### src/rtl/core_pkg.sv
// Shared encodings for the RV32 multi-cycle core: sequencer states, mux selects
// and trap causes.
package core_pkg;

  typedef enum logic [2:0] {
    ST_IDLE   = 3'd0,
    ST_FETCH  = 3'd1,
    ST_DECODE = 3'd2,
    ST_EXEC   = 3'd3,
    ST_MEM    = 3'd4,
    ST_WB     = 3'd5,
    ST_TRAP   = 3'd6
  } state_t;

  typedef enum logic [1:0] {
    PC_PLUS4 = 2'd0,
    PC_IMM   = 2'd1,
    PC_ALU   = 2'd2
  } pc_sel_t;

  typedef enum logic [1:0] {
    WB_ALU  = 2'd0,
    WB_LOAD = 2'd1,
    WB_PC4  = 2'd2
  } wb_sel_t;

  typedef enum logic [1:0] {
    CAUSE_ILLEGAL = 2'd0,
    CAUSE_IMEM_TO = 2'd1,
    CAUSE_DMEM_TO = 2'd2
  } trap_cause_t;

endpackage

### src/rtl/ctrl_perf_cnt.sv
// Cycle and retired-instruction counters for core_ctrl; both wrap at 2^CNT_W.
module ctrl_perf_cnt #(
  parameter int unsigned CNT_W = 32
) (
  input  logic             clk,
  input  logic             rst_n,
  input  logic             active,
  input  logic             retire,
  output logic [CNT_W-1:0] cycle_cnt,
  output logic [CNT_W-1:0] instret_cnt
);

  always_ff @(posedge clk or negedge rst_n) begin
    if (!rst_n) begin
      cycle_cnt   <= '0;
      instret_cnt <= '0;
    end else begin
      if (active) cycle_cnt   <= cycle_cnt + CNT_W'(1);
      if (retire) instret_cnt <= instret_cnt + CNT_W'(1);
    end
  end

endmodule

### src/rtl/core_ctrl.sv
// Multi-cycle FETCH/DECODE/EXEC/MEM/WB sequencer with memory watchdog and trap.
// Define CORE_CTRL_PERF_CNT_EN to build the cycle/instret performance counters.
module core_ctrl
  import core_pkg::*;
#(
  parameter int unsigned TIMEOUT_CYC = 255,
  parameter int unsigned CNT_W       = 32
) (
  input  logic             clk,
  input  logic             rst_n,
  input  logic             halt_req,
  input  logic             dec_reg_write,
  input  logic             dec_mem_read,
  input  logic             dec_mem_write,
  input  logic             dec_branch,
  input  logic             dec_jump,
  input  logic             dec_jalr,
  input  logic             branch_taken,
  output logic             imem_req,
  input  logic             imem_ready,
  output logic             dmem_req,
  output logic             dmem_we,
  input  logic             dmem_ready,
  output logic             ir_we,
  output logic             pc_we,
  output logic [1:0]       pc_sel,
  output logic             rf_we,
  output logic [1:0]       wb_sel,
  output logic             trap,
  output logic [1:0]       trap_cause,
  output logic             halted,
  output logic [2:0]       state,
  output logic [CNT_W-1:0] cycle_cnt,
  output logic [CNT_W-1:0] instret_cnt
);

  // Watchdog only needs to reach TIMEOUT_CYC-1: the expiring cycle is the last not-ready one.
  localparam int unsigned     WD_W    = (TIMEOUT_CYC > 1) ? $clog2(TIMEOUT_CYC) : 1;
  localparam logic [WD_W-1:0] WD_LAST = WD_W'((TIMEOUT_CYC == 0) ? 0 : TIMEOUT_CYC - 1);

  state_t          st_q, st_d;
  trap_cause_t     cause_q, cause_d;
  logic [WD_W-1:0] wd_q;
  logic            wd_expire;
  logic            retire;

  assign wd_expire = (TIMEOUT_CYC != 0) && (wd_q == WD_LAST);

  always_comb begin
    st_d     = st_q;
    cause_d  = cause_q;
    imem_req = 1'b0;
    dmem_req = 1'b0;
    dmem_we  = 1'b0;
    ir_we    = 1'b0;
    rf_we    = 1'b0;
    pc_sel   = PC_PLUS4;
    wb_sel   = WB_ALU;
    retire   = 1'b0;
    case (st_q)
      ST_IDLE: if (!halt_req) st_d = ST_FETCH;
      ST_FETCH: begin
        imem_req = 1'b1;
        if (imem_ready) begin
          ir_we = 1'b1;
          st_d  = ST_DECODE;
        end else if (wd_expire) begin
          st_d    = ST_TRAP;
          cause_d = CAUSE_IMEM_TO;
        end
      end
      ST_DECODE: begin
        if (!(dec_reg_write | dec_mem_read | dec_mem_write | dec_branch | dec_jump)) begin
          st_d    = ST_TRAP;
          cause_d = CAUSE_ILLEGAL;
        end else begin
          st_d = ST_EXEC;
        end
      end
      ST_EXEC: begin
        if (dec_mem_read | dec_mem_write) begin
          st_d = ST_MEM;
        end else if (dec_branch) begin
          retire = 1'b1;
          pc_sel = branch_taken ? PC_IMM : PC_PLUS4;
        end else begin
          st_d = ST_WB;
        end
      end
      ST_MEM: begin
        dmem_req = 1'b1;
        dmem_we  = dec_mem_write;
        if (dmem_ready) begin
          if (dec_mem_write) retire = 1'b1;
          else               st_d   = ST_WB;
        end else if (wd_expire) begin
          st_d    = ST_TRAP;
          cause_d = CAUSE_DMEM_TO;
        end
      end
      ST_WB: begin
        rf_we  = 1'b1;
        retire = 1'b1;
        if (dec_mem_read)               wb_sel = WB_LOAD;
        else if (dec_jump | dec_jalr)   wb_sel = WB_PC4;
        if (dec_jalr)                   pc_sel = PC_ALU;
        else if (dec_jump)              pc_sel = PC_IMM;
      end
      ST_TRAP: ;
      default: st_d = ST_IDLE;
    endcase
    // Every retire path shares the halt decision at the instruction boundary.
    if (retire) st_d = halt_req ? ST_IDLE : ST_FETCH;
  end

  assign pc_we = retire;

  always_ff @(posedge clk or negedge rst_n) begin
    if (!rst_n) begin
      st_q    <= ST_IDLE;
      cause_q <= CAUSE_ILLEGAL;
    end else begin
      st_q    <= st_d;
      cause_q <= cause_d;
    end
  end

  always_ff @(posedge clk or negedge rst_n) begin
    if (!rst_n) begin
      wd_q <= '0;
    end else if ((st_d == ST_FETCH && st_q != ST_FETCH) || (st_d == ST_MEM && st_q != ST_MEM)) begin
      wd_q <= '0;
    end else if ((imem_req && !imem_ready) || (dmem_req && !dmem_ready)) begin
      wd_q <= wd_q + WD_W'(1);
    end
  end

  assign trap       = (st_q == ST_TRAP);
  assign trap_cause = cause_q;
  assign halted     = (st_q == ST_IDLE);
  assign state      = st_q;

`ifdef CORE_CTRL_PERF_CNT_EN
  ctrl_perf_cnt #(
    .CNT_W(CNT_W)
  ) u_perf (
    .clk         (clk),
    .rst_n       (rst_n),
    .active      (st_q != ST_IDLE && st_q != ST_TRAP),
    .retire      (retire),
    .cycle_cnt   (cycle_cnt),
    .instret_cnt (instret_cnt)
  );
`else
  assign cycle_cnt   = '0;
  assign instret_cnt = '0;
`endif

endmodule
### config.mk
export PLATFORM = sky130hd
export DESIGN_NAME = core_ctrl
export DESIGN_NICKNAME = d
export VERILOG_FILES = /design/src/rtl/core_pkg.sv /design/src/rtl/ctrl_perf_cnt.sv /design/src/rtl/core_ctrl.sv
export SDC_FILE = /design/constraint.sdc
export NUM_CORES = 1
export LEC_CHECK = 0
export ABC_AREA = 1
export CAP_MARGIN = 20
export CELL_PAD_IN_SITES_DETAIL_PLACEMENT = 1
export CELL_PAD_IN_SITES_GLOBAL_PLACEMENT = 1
export CORE_MARGIN = 10
export CORE_UTILIZATION = 27
export CTS_CLUSTER_DIAMETER = 100
export CTS_CLUSTER_SIZE = 24
export DETAILED_ROUTE_END_ITERATION = 12
export PLACE_DENSITY = 0.95
export SETUP_SLACK_MARGIN = 0.3
export SLEW_MARGIN = 20
export SYNTH_ARGS = -nofsm -noshare
export SYNTH_HDL_FRONTEND = slang
export SYNTH_SLANG_ARGS = --single-unit
export TNS_END_PERCENT = 5
### constraint.sdc
create_clock -name clk -period 4.7 [get_ports clk]
set_clock_uncertainty 0.15 [all_clocks]
set_input_delay 1.41 -clock clk [delete_from_list [all_inputs] [get_ports clk]]
set_output_delay 1.41 -clock clk [all_outputs]
set_load 0.02 [all_outputs]
# After elaboration in Yosys (flattened, before gate mapping)
# Cells that the tools add are included.
[word_totals]
register_bits = 13
inputBits = 12
out_inout_bits = 81
elab_cells = 78
[op_classes]
n_addsub = 1
eq_ne = 16
muxes = 39
bitwise = 6
reduce_logical = 13
[ops]
columns = ["cell", "count"]
rows = [
  ["two-way mux 3 bit", 9],
  ["two-way mux 2 bit", 9],
  ["case mux 3 bit (6 select lines)", 1],
  ["two-way mux 8 bit", 2],
  ["two-way mux 1 bit", 15],
  ["equality test 3 bit (second input constant)", 4],
  ["inequality test 2 bit (second input constant)", 5],
  ["adder 8 x 1 -> 8 bit (second input constant)", 1],
  ["equality test 8 bit (second input constant)", 1],
  ["equality test 3 x 1 -> 1 bit (second input constant)", 2],
  ["equality test 3 x 2 -> 1 bit (second input constant)", 2],
  ["OR 1 bit", 6],
  ["case mux 2 bit (3 select lines)", 1],
  ["AND reduction 6 bit", 1],
  ["logical AND 1 bit", 4],
  ["case mux 2 bit (2 select lines)", 1],
  ["logical NOT 3 bit", 1],
  ["inequality test 3 x 1 -> 1 bit (second input constant)", 1],
  ["inequality test 3 bit (second input constant)", 1],
  ["case mux 1 bit (3 select lines)", 1],
  ["nonzero test 3 bit", 1],
  ["logical NOT 1 bit", 2],
  ["logical OR 1 bit", 2],
  ["nonzero test 2 bit", 1],
  ["OR reduction 2 bit", 1],
]

# Depth between registers and ports, before layout
# Gate-level depths: netlist of run 1.
[depth]
word_depth = 11
depth_mapped = 12
ltp_nobuf = 12

# Worst setup path before layout of run 1
# OpenSTA, ideal clock, no wires.
[synth_timing]
path_type = "in2out"
startpoint = "input port dec_mem_read"
endpoint = "output port pc_sel[0]"
t_arrival_ns = 2.034
t_required_ns = 3.140
slack_ns = 1.106
path_stages = 4
n_path_buf = 0
cell_sequence = "nor2_1 nand3_1 inv_1 a32o_1"
[synth_between]
elab_chain_len = 3
[synth_rtl]
columns = ["item", "line_no", "text"]
rows = [
  ["start, declared", "core_ctrl.sv:13", "input logic dec_mem_read,"],
  ["OR 1 bit", "core_ctrl.sv:81", "if (dec_mem_read | dec_mem_write) begin"],
  ["two-way mux 1 bit", "core_ctrl.sv:81", ""],
  ["case mux 2 bit (2 select lines)", "core_ctrl.sv:60", "case (st_q)"],
  ["end, declared", "core_ctrl.sv:26", "output logic [1:0] pc_sel,"],
]
# No other way between the ends.

# Final worst setup path of run 1
[layout_timing]
startpoint = "input port imem_ready"
endpoint = "output port ir_we"
[layout_between]
elab_chain_len = 2
[layout_rtl]
columns = ["item", "line_no", "text"]
rows = [
  ["start, declared", "core_ctrl.sv:20", "input logic imem_ready,"],
  ["two-way mux 1 bit", "core_ctrl.sv:64", "if (imem_ready) begin"],
  ["two-way mux 1 bit", "core_ctrl.sv:60", ""],
  ["end, declared", "core_ctrl.sv:24", "output logic ir_we,"],
]
# No other way between the ends.

==> summary.md, run 1 <==
| Metric | Value |
|---|---|
| Initial antenna violation count | `0` |
| Fin crit share | `0.919` |
| Io pins | `93` |
| Core area | `0.00551 mm2` |
| Global-route usage over all layers | `0.0848` |
| Area grow syn2layout | `11.5%` |
| Crit path kind | `in2out` |
| Routed wire length per instance | `approximately 12 um` |
| Layout cell share with drive strength beyond 1 | `0.0760` |
| Static leakage | `approximately 0.96 nW` |
| Netlist cell types | `27` |
| CTS tree | `done` |
| Die W | `about 95 um` |
| Starting Density | `0.277` |
| Post-Syn Instances | `around 220` |
| Final Hold Viols | `0` |
| Hpwl dp | `about 3.5 mm` |
| Die height | `95.2 um` |
| FF+latch count, synth | `13` |
| Reg2Reg Launch Point | `state[2]$_DFF_PN0_` |
| Htree depth | `1` |
| Crit path max fanout | `3` |
| Commonest cells after routing, fill and taps aside | `conb_1, nand2_1, inv_1, nor2_1, clkdlybuf4s50_1` |
| Reg2Reg Depth | `9` |
| Fmax | `between 0.2 and 0.25 GHz` |
| Hold path startpoint | `trap_cause[0]$_DFFE_PN0P_` |
| Sequential share of the synthesized area | `0.213` |
| VDD IR-drop max | `about 0.12 mV` |
| Final net count | `roughly 270` |
| Vias in the first global route | `approximately 1400` |
| Pre-Repair DR Iteration Count | `4` |
| Run status | `complete, no violations` |
| Clock Sinks | `13` |
| Relative slew slack | `0.607` |
| DR vias | `1251` |
| # Max-Cap Violations | `0` |
| Final core occ | `0.309` |
| Synth Area per Inst | `6.96 um2` |
| Final Cell Area | `roughly 0.0017 mm2` |
| # rows | `27` |
| Antenna viol nets, final | `0` |
| Hold_ws | `roughly 0.35 ns` |
| Commonest non-fill, non-tap cell in the layout | `conb_1` |
| WL final | `approximately 4 mm` |
| Ant diodes | `0` |
| Postcts setup bufs | `0` |
| Worst Hold End | `trap_cause[0]$_DFFE_PN0P_` |
| Reg2reg end | `wd_q[7]$_DFFE_PN0P_` |
| Placed inst area | `about 0.0017 mm2` |
| Final setup fails | `0` |
| Largest net degree at the start of global routing | `14` |
| Hold crit path type | `reg2reg` |
| Global-route wire length before repair | `approximately 6.4 mm` |
| Clk_lat worst skew | `roughly 0.24 ns` |
| Worst setup SP type | `primary input` |
| CP Data Required Time | `roughly 3.1 ns` |
| Total die area | `0.00906 mm2` |
| Worst slew pin tran | `between 0.5 and 0.6 ns` |
| Syn. warnings | `0` |
| Flop2flop setup slack | `about 2.7 ns` |
| Clk root buf | `clkbuf_8` |
| P per Cell Area | `~470 mW/mm2` |
| Number of buffers created by CTS | `3` |
| Total grt overflow | `0` |
| WP data arrival | `about 2.8 ns` |
| DR DRC count | `0` |
| Clock Path Buffers | `2` |
| Max Slew Vio Count | `0` |
| 1st-iter DRT viols | `21` |
| Via density per instance | `3.89` |
| Min-Delay Path Depth | `2` |
| CP Capture Type | `primary output` |
| Clk slew on worst S/H paths | `approximately 0.050 ns` |
| PortBufs | `28` |
| GPL Wtd Cong | `about 0.80` |
| Setup TNS | `0 ns` |
| RSZ-0062 raised after global routing | `true` |
| Tmin final | `4.32 ns` |
| Syn Std Cell Area | `approximately 0.0015 mm2` |
per-layer routing:
layer	global-route usage	vias up	routed length [um]
met1	0.0901	581	1500
li1	-	607	-
met3	0.0165	8	340
met5	0	-	0
met4	0.0337	0	75
met2	0.160	55	2100
state kept, by name, summed over array words and instances, names as in the netlist:
name / count
wd_q: 8
state: 3
trap_cause: 2
per-stage QoR:
step | instances | worst slack [ns] | total power [W]
floorplan | 282 | 1.11 | 0.000571
finish | 322 | 0.379 | 0.000806
global route | 322 | 0.248 | 0.000888
global placement | 318 | 0.185 | 0.000698
detailed placement | 318 | 0.116 | 0.000721
CTS | 322 | 0.150 | 0.000826
final cells by class:
class	instances	area [um2]
multi-input combinational	175	842
timing repair buffer	29	289
fill	711	3810
tap	72	90.1
inverter	29	109
sequential	13	325
clock buffer	4	45.0
cells in the mapped netlist:
library cell / instances / area share
buf_4: 64 / 0.32
nand2_1: 34 / 0.084
inv_1: 27 / 0.066
nor2_1: 27 / 0.066
dfrtp_1: 13 / 0.21
nand3_1: 12 / 0.039
o21ai_0: 9 / 0.030
xor2_1: 4 / 0.023
nand2_2: 3 / 0.012
nand3_2: 3 / 0.020
nor3_1: 3 / 0.0098
a21oi_1: 2 / 0.0066
ha_1: 2 / 0.016
inv_2: 2 / 0.0049
xnor2_1: 2 / 0.011
a21o_2: 1 / 0.0057
a21oi_2: 1 / 0.0057
a32o_1: 1 / 0.0066
buf_2: 1 / 0.0033
conb_1: 1 / 0.0025
mux2i_1: 1 / 0.0066
nand2_4: 1 / 0.0074
nand4_2: 1 / 0.0082
nor2_4: 1 / 0.0074
nor3_4: 1 / 0.011
o2111ai_1: 1 / 0.0057
o21bai_4: 1 / 0.012
worst max-delay path by stage:
stage	start	to	slack, ns
after floorplan	dec_mem_read	pc_sel[0]	1.11
after global placement	dec_branch	pc_sel[0]	0.19
after detailed placement	dec_branch	pc_sel[0]	0.12
after CTS	dec_branch	pc_we	0.15
after global routing	dec_branch	pc_sel[0]	0.25
final	imem_ready	ir_we	0.38
timing repair:
action / CTS / global route
hold buffers: 0 / 0
resized for setup: 1 / 1
setup endpoints to repair: 2 / 2
power breakdown:
group	internal, W	total [W]	switching [W]	leakage, nW
logic	0.000185	0.000523	0.000339	0.763
registers	0.000141	0.000183	0.0000422	0.174
clock network	0.0000599	0.0000993	0.0000394	0.0228
critical path: stages:
cell and delay (ns):
clkdlybuf4s50_1 0.53, nand2_1 0.11, inv_1 0.10, clkdlybuf4s50_1 0.62
logic make-up after synthesis:
| group | synth area share |
|---|---|
| xor+xnor | 0.0345 |
| other cells | 0.00246 |
| simple gates | 0.265 |
| flops | 0.213 |
| buf+inv | 0.390 |
| fa+ha+maj | 0.0164 |
| compound gates | 0.0722 |
| mux | 0.00656 |
Note: power is estimated with default switching activity, not from simulation.
==> inputs of run 2 (changes only) <==
--- a/config.mk
+++ b/config.mk
@@ -16,3 +16,3 @@
 export DETAILED_ROUTE_END_ITERATION = 12
-export PLACE_DENSITY = 0.95
+export PLACE_DENSITY = 0.94
 export SETUP_SLACK_MARGIN = 0.3
==> constraint.sdc (replaced) <==
create_clock -name clk -period 4.7 [get_ports clk]
set_clock_uncertainty 0.15 [all_clocks]
set_input_delay 0.94 -clock clk [delete_from_list [all_inputs] [get_ports clk]]
set_output_delay 0.94 -clock clk [all_outputs]
set_load 0.02 [all_outputs]
==> run 2 against run 1 <==
Net effect: via count is 1.6% lower; critical path depth up 2; sequential cell count stayed put; total power rose by 1.5%; non-clock buffer count down 1; routed wire length grew 3.2%; final cell count shrank 0.31%; clock power about the same; fmax up 15%; die area did not move; utilization fell by 0.16 points; critical path type unchanged; largest cell class unchanged; largest power group unchanged; highest routed layer unchanged.
==> summary.md, run 2 (synthesis gave the netlist of run 1 again) <==
| Metric | Value |
|---|---|
| DR vias | `1231 (-1.6%)` |
| Total die area | `0.00906 mm2 (unchanged)` |
| # rows | `27 (unchanged)` |
| Htree depth | `1 (unchanged)` |
| Starting Density | `0.277 (unchanged)` |
| Io pins | `93 (unchanged)` |
| # Max-Cap Violations | `0 (unchanged)` |
| Multi-input gate area | `842 um2 (unchanged)` |
| RSZ-0062 raised after global routing | `false` |
| Hold crit path type | `reg2reg` |
| CTS hold repair buffers | `0 (unchanged)` |
| Final core occ | `0.307 (-0.00159)` |
| P per Cell Area | `483 mW/mm2 (+2.0%)` |
| Reg2reg end | `wd_q[5]$_DFFE_PN0P_` |
| Crit path top cell by count | `clkdlybuf4s50_1` |
| WP data arrival | `2.67 ns (-0.09 ns)` |
| Clk_lat worst skew | `0.25 ns (about the same)` |
| Tmin final | `3.76 ns (-0.565 ns)` |
| PortBufs | `28 (unchanged)` |
| DR top layer | `met4` |
| Relative slew slack | `0.590 (-0.0171)` |
| Reg2Reg Launch Point | `state[0]$_DFF_PN0_` |
| CP Cell Sequence | `clkdlybuf4s50_1, nor2_1, nand3_1, inv_1, a32o_1, clkdlybuf4s50_1` |
| CP Capture Type | `primary output` |
| Reg2Reg Depth | `10 (+1)` |
| Global-route usage over all layers | `0.0866 (+0.00178)` |
| Commonest non-fill, non-tap cell in the layout | `conb_1` |
| Core area | `0.00551 mm2 (unchanged)` |
| Fill count | `731 (+2.8%)` |
| Number of buffers created by CTS | `3 (unchanged)` |
| Clock Path Buffers | `2 (unchanged)` |
| Crit path largest cell delay | `0.61 ns (about the same)` |
| Global-route wire length before repair | `6.44 mm (+1.4%)` |
| Worst path bufs/invs | `3 (unchanged)` |
| Final setup fails | `0 (unchanged)` |
| VDD IR-drop max | `0.131 mV (+6.0%)` |
| Total power draw | `0.000818 W (+1.5%)` |
| Die W | `95.2 um (unchanged)` |
| CP Data Required Time | `3.61 ns (+0.47 ns)` |
| Ant diodes | `0 (unchanged)` |
| Clock Sinks | `13 (unchanged)` |
| Max reg flops | `8 (unchanged)` |
| 1st-iter DRT viols | `25 (+19%)` |
| Layout cell share with drive strength beyond 1 | `0.0723 (-0.00371)` |
| Hpwl dp | `3.59 mm (+1.4%)` |
| WL final | `4.14 mm (+3.2%)` |
| CTS tree | `done` |
| Die height | `95.2 um (unchanged)` |
| CP max-delay cell | `clkdlybuf4s50_1` |
| Final net count | `264 (-0.38%)` |
| GPL Wtd Cong | `0.810 (+1.1%)` |
| Routed wire length per instance | `12.9 um (+3.6%)` |
| Final Hold Viols | `0 (unchanged)` |
| Initial antenna violation count | `0 (unchanged)` |
| Pre-Repair DR Iteration Count | `4 (unchanged)` |
| Worst setup SP type | `primary input` |
| Met3 wire length | `331 um (-2.6%)` |
| Cell family with the largest share of critical-path delay | `buffers and inverters` |
| Total grt overflow | `0 (unchanged)` |
| Most flop-heavy register | `wd_q` |
| Reg area | `325 um2 (unchanged)` |
| DR WL met2 | `2.17 mm (+3.5%)` |
| Run status | `complete, no violations` |
| Crit path max fanout | `5 (+2)` |
| Crit path kind | `in2out` |
| Fin crit share | `0.799 (-0.120)` |
| Min-Delay Path Depth | `2 (unchanged)` |
| Vias in the first global route | `1411 (unchanged)` |
| Fmax | `0.266 GHz (+15%)` |
| Hold path startpoint | `trap_cause[1]$_DFFE_PN0P_` |
| Via density per instance | `3.83 (-1.3%)` |
| Clk root buf | `clkbuf_8` |
| Met1 WL | `1.57 mm (+4.9%)` |
| DR DRC count | `0 (unchanged)` |
| # resized after CTS | `0 (-1)` |
| Worst slew pin tran | `0.613 ns (+0.0255 ns)` |
| Max Slew Vio Count | `0 (unchanged)` |
| Area grow syn2layout | `10.9%` |
| Clk slew on worst S/H paths | `0.05 ns (about the same)` |
| Antenna viol nets, final | `0 (unchanged)` |
| Largest net degree at the start of global routing | `14 (unchanged)` |
| Postcts setup bufs | `0 (unchanged)` |
| Flop2flop setup slack | `2.70 ns (-0.03 ns)` |
| Commonest cells after routing, fill and taps aside | `conb_1, nand2_1, clkdlybuf4s50_1, inv_1, nor2_1` |
| Setup TNS | `0 ns (unchanged)` |
| Worst Hold End | `trap_cause[1]$_DFFE_PN0P_` |
| Static leakage | `0.933 nW (-2.7%)` |
-- run 2: changes by cell type in the layout (fill, tap and decap cells not counted), sizes merged --
cell | previous run | this run
dlygate4sd2 | 1 | 0
dlymetal6s2s | 1 | 0
clkdlybuf4s50 | 26 | 28
buf | 1 | 0
-- run 2: how the worst max path moves through the flow --
stage | endpoint | depth (start not counted) | slack, ns | startpoint
6_report | pc_sel[0] | 6 | 0.94 | dec_mem_write
3_3_place_gp | pc_sel[0] | 6 | 1.02 | dec_mem_write
4_1_cts | pc_sel[0] | 6 | 0.95 | dec_mem_write
3_5_place_dp | pc_sel[0] | 6 | 0.95 | dec_mem_write
5_1_grt | pc_sel[0] | 6 | 0.83 | dec_mem_write
2_1_floorplan | pc_sel[0] | 4 | 2.05 | dec_mem_read
-- run 2: per-layer routing --
| metal | global-route usage | vias up |
|---|---|---|
| li1 | - | 602 |
| met5 | 0 | - |
| met3 | 0.0204 | 7 |
| met4 | 0.0399 | 0 |
| met1 | 0.0874 | 572 |
| met2 | 0.164 | 50 |
-- run 2: final cells by class --
class | count | area share
Timing Repair Buffer | 28 | 0.166
Sequential cell | 13 | 0.192
Clock buffer | 4 | 0.0266
Tap cell | 72 | 0.0533
Multi-Input combinational cell | 175 | 0.498
Inverter | 29 | 0.0643
-- run 2: through the flow --
step	hold slack, ns	worst slack (ns)	area (um2)	instances
floorplan	0.410	2.05	1760	282
global placement	0.332	1.02	1650	317
detailed placement	0.369	0.955	1650	317
CTS	0.381	0.946	1690	321
global route	0.421	0.825	1690	321
finish	0.370	0.944	1690	321
-- run 2: worst reg2reg max path, cell delays in order (launching register included) --
cell     delay [ns]
dfrtp_1        0.49
inv_2          0.12
nand2_1        0.11
nor2_1         0.20
nand3_1        0.14
nand3_1        0.13
nand3_1        0.09
nand3_1        0.10
nand2_1        0.09
nor2_4         0.19
nor2_1         0.08
-- run 2: report_power, final --
group / total [W] / internal (W) / switching (W)
logic: 0.000532 / 0.000185 / 0.000347
clock network: 0.000101 / 0.0000600 / 0.0000407
registers: 0.000185 / 0.000141 / 0.0000440
==> inputs of run 3 (changes only) <==
Settings changed: CORE_UTILIZATION 27 to 25, PLACE_DENSITY 0.94 to 0.89.
Clock period 4.7 ns to 3.9 ns, I/O delays scaled along.
==> run 3 against run 2 <==
Net effect: clock-buffer cell count unchanged; utilization fell by 2.1 points; non-clock buffer count unchanged; combinational power increased by 21%; via count rose by 1.9%; register-to-register slack worse by 0.84 ns; global-route usage fell by 0.51 points; clock power up 15%; routed wire length is 1.9% higher.
==> summary.md, run 3 (synthesis gave the netlist of run 1 again) <==
| Metric | Value |
|---|---|
| Run status | `complete, no violations` |
| Sequential share of power | `0.228 (+0.002)` |
| Via density per instance | `3.87 (+0.93%)` |
| CP max-delay cell | `clkdlybuf4s50_1` |
| Starting Density | `0.258 (-0.0194)` |
| Layout cell share with drive strength beyond 1 | `0.0723 (unchanged)` |
| Number of buffers created by CTS | `3 (unchanged)` |
| Most flop-heavy register | `wd_q` |
| Cell family with the largest share of critical-path delay | `buffers and inverters` |
| Clk slew on worst S/H paths | `0.05 ns (about the same)` |
| Largest net degree at the start of global routing | `14 (unchanged)` |
| # resized after CTS | `0 (unchanged)` |
| Setup TNS | `0 ns (unchanged)` |
| Max reg flops | `8 (unchanged)` |
| CTS tree | `done` |
| CTS hold repair buffers | `0 (unchanged)` |
| Finished Layout Cells | `324 (+0.93%)` |
| Clk_lat worst skew | `0.24 ns (about the same)` |
| Initial antenna violation count | `0 (unchanged)` |
| Total die area | `0.00962 mm2 (+6.3%)` |
| 1st-iter DRT viols | `47 (+88%)` |
| Hpwl dp | `3.77 mm (+4.9%)` |
| Commonest non-fill, non-tap cell in the layout | `conb_1` |
| Die W | `98.1 um (+3.1%)` |
| Worst slew pin tran | `0.571 ns (-0.0420 ns)` |
| Routed wire length per instance | `13.0 um (+0.99%)` |
| P per Cell Area | `581 mW/mm2 (+20%)` |
| Max Slew Vio Count | `0 (unchanged)` |
| Commonest cells after routing, fill and taps aside | `conb_1, nand2_1, clkdlybuf4s50_1, inv_1, nor2_1` |
| Io pins | `93 (unchanged)` |
| Relative slew slack | `0.618 (+0.0281)` |
| CP Cell Sequence | `clkdlybuf4s50_1, nor2_1, nand3_1, inv_1, a32o_1, clkdlybuf4s50_1` |
| Core area | `0.00592 mm2 (+7.5%)` |
| Htree depth | `1 (unchanged)` |
| Final setup fails | `0 (unchanged)` |
| Vias in the first global route | `1331 (-5.7%)` |
| RSZ-0062 raised after global routing | `false` |
| # Max-Cap Violations | `0 (unchanged)` |
| Global-route wire length before repair | `6.64 mm (+3.1%)` |
| Crit path largest cell delay | `0.61 ns (about the same)` |
| Clock Path Buffers | `2 (unchanged)` |
| Area grow syn2layout | `11.2%` |
| Global-route usage over all layers | `0.0815 (-0.00512)` |
| WL final | `4.22 mm (+1.9%)` |
| Total grt overflow | `0 (unchanged)` |
| WP data arrival | `2.47 ns (-0.20 ns)` |
| DR vias | `1254 (+1.9%)` |
| DR DRC count | `0 (unchanged)` |
| # rows | `28 (+3.7%)` |
| Dpl cells | `320 (+0.95%)` |
| Tmin final | `between 3 and 4 ns` |
| Clk root buf | `clkbuf_8` |
| PortBufs | `28 (unchanged)` |
| Fill count | `764 (+4.5%)` |
| Hold crit path type | `reg2reg` |
| Final Hold Viols | `0 (unchanged)` |
| Ant diodes | `0 (unchanged)` |
| VDD IR-drop max | `0.185 mV (+41%)` |
| Switching pwr | `0.000521 W (+21%)` |
| Antenna viol nets, final | `0 (unchanged)` |
| Clock Sinks | `13 (unchanged)` |
| Worst setup SP type | `primary input` |
| Combinational Power Share | `0.655 (+0.004)` |
| Final net count | `264 (unchanged)` |
| Pre-Repair DR Iteration Count | `4 (unchanged)` |
| Worst path bufs/invs | `3 (unchanged)` |
| Fmax | `slightly below 0.3 GHz` |
| Cell-internal power | `0.000465 W (+20%)` |
| CP Capture Type | `primary output` |
| Sw Ratio | `0.528 (about the same)` |
| CP Data Required Time | `2.97 ns (-0.64 ns)` |
| Static leakage | `0.933 nW (unchanged)` |
| Postcts setup bufs | `0 (unchanged)` |
| Die height | `98.1 um (+3.1%)` |
| Clk pwr share | `0.117 (-0.006)` |
| Crit path max fanout | `5 (unchanged)` |
| Crit path top cell by count | `clkdlybuf4s50_1` |
| Crit path kind | `in2out` |
| GPL Wtd Cong | `0.896 (+11%)` |
| Fin crit share | `0.872` |
-- run 3: cell counts in the layout (fill, tap and decap cells not counted) --
Identical to the previous run, type by type.
-- run 3: tightest hold or removal path: stages, from the launching register on --
cell and delay [ns]:
dfrtp_1 0.36, nand2_1 0.06, o21ai_0 0.06
-- run 3: power groups by stage --
stage	clock (W)	combinational, W	sequential [W]
floorplan	0	0.000456	0.000232
detailed placement	0	0.000648	0.000227
CTS	0.000122	0.000652	0.000225
global route	0.000127	0.000716	0.000232
global placement	0	0.000619	0.000225
finish	0.000116	0.000645	0.000224
-- run 3: layout make-up --
| cell class | instances | area [um2] | area share |
|---|---|---|---|
| well taps | 75 | 93.8 | 0.0554 |
| flip-flops and latches | 13 | 325 | 0.192 |
| repair buffers | 28 | 280 | 0.165 |
| inverters | 29 | 109 | 0.0642 |
| multi-input cells | 175 | 842 | 0.497 |
| clock buffers | 4 | 45.0 | 0.0266 |
-- run 3: final timing paths --
path                                      startpoint                   endpoint  slack [ns]  depth (start not counted)
min in group asynchronous                      rst_n        wd_q[6]$_DFFE_PN0P_        0.76                          1
min reg2reg                trap_cause[1]$_DFFE_PN0P_  trap_cause[1]$_DFFE_PN0P_        0.37                          2
max in group asynchronous                      rst_n         state[1]$_DFF_PN0_        2.47                          1
min                        trap_cause[1]$_DFFE_PN0P_  trap_cause[1]$_DFFE_PN0P_        0.37                          2
max reg2reg                       state[2]$_DFF_PN0_        wd_q[7]$_DFFE_PN0P_        1.86                          9
max                                    dec_mem_write                  pc_sel[0]        0.50                          6
-- run 3: per-stage QoR --
step	worst slack (ns)	hold slack, ns	utilization	total power (W)	area (um2)
3_3_place_gp	0.543	0.331	0.279	0.000844	1650
4_1_cts	0.471	0.375	0.286	0.000999	1700
6_report	0.498	0.365	0.286	0.000986	1700
3_5_place_dp	0.476	0.360	0.279	0.000875	1650
5_1_grt	0.345	0.417	0.286	0.00107	1700
2_1_floorplan	1.57	0.334	-	0.000688	1760
-- run 3: routing by layer --
layer  global-route usage  routed length [um]  vias up
met1               0.0822                1600      595
met4               0.0425                  53        0
met5                    0                   0        -
met2                0.148                2220       50
li1                     -                   -      605
met3               0.0240                 350        4
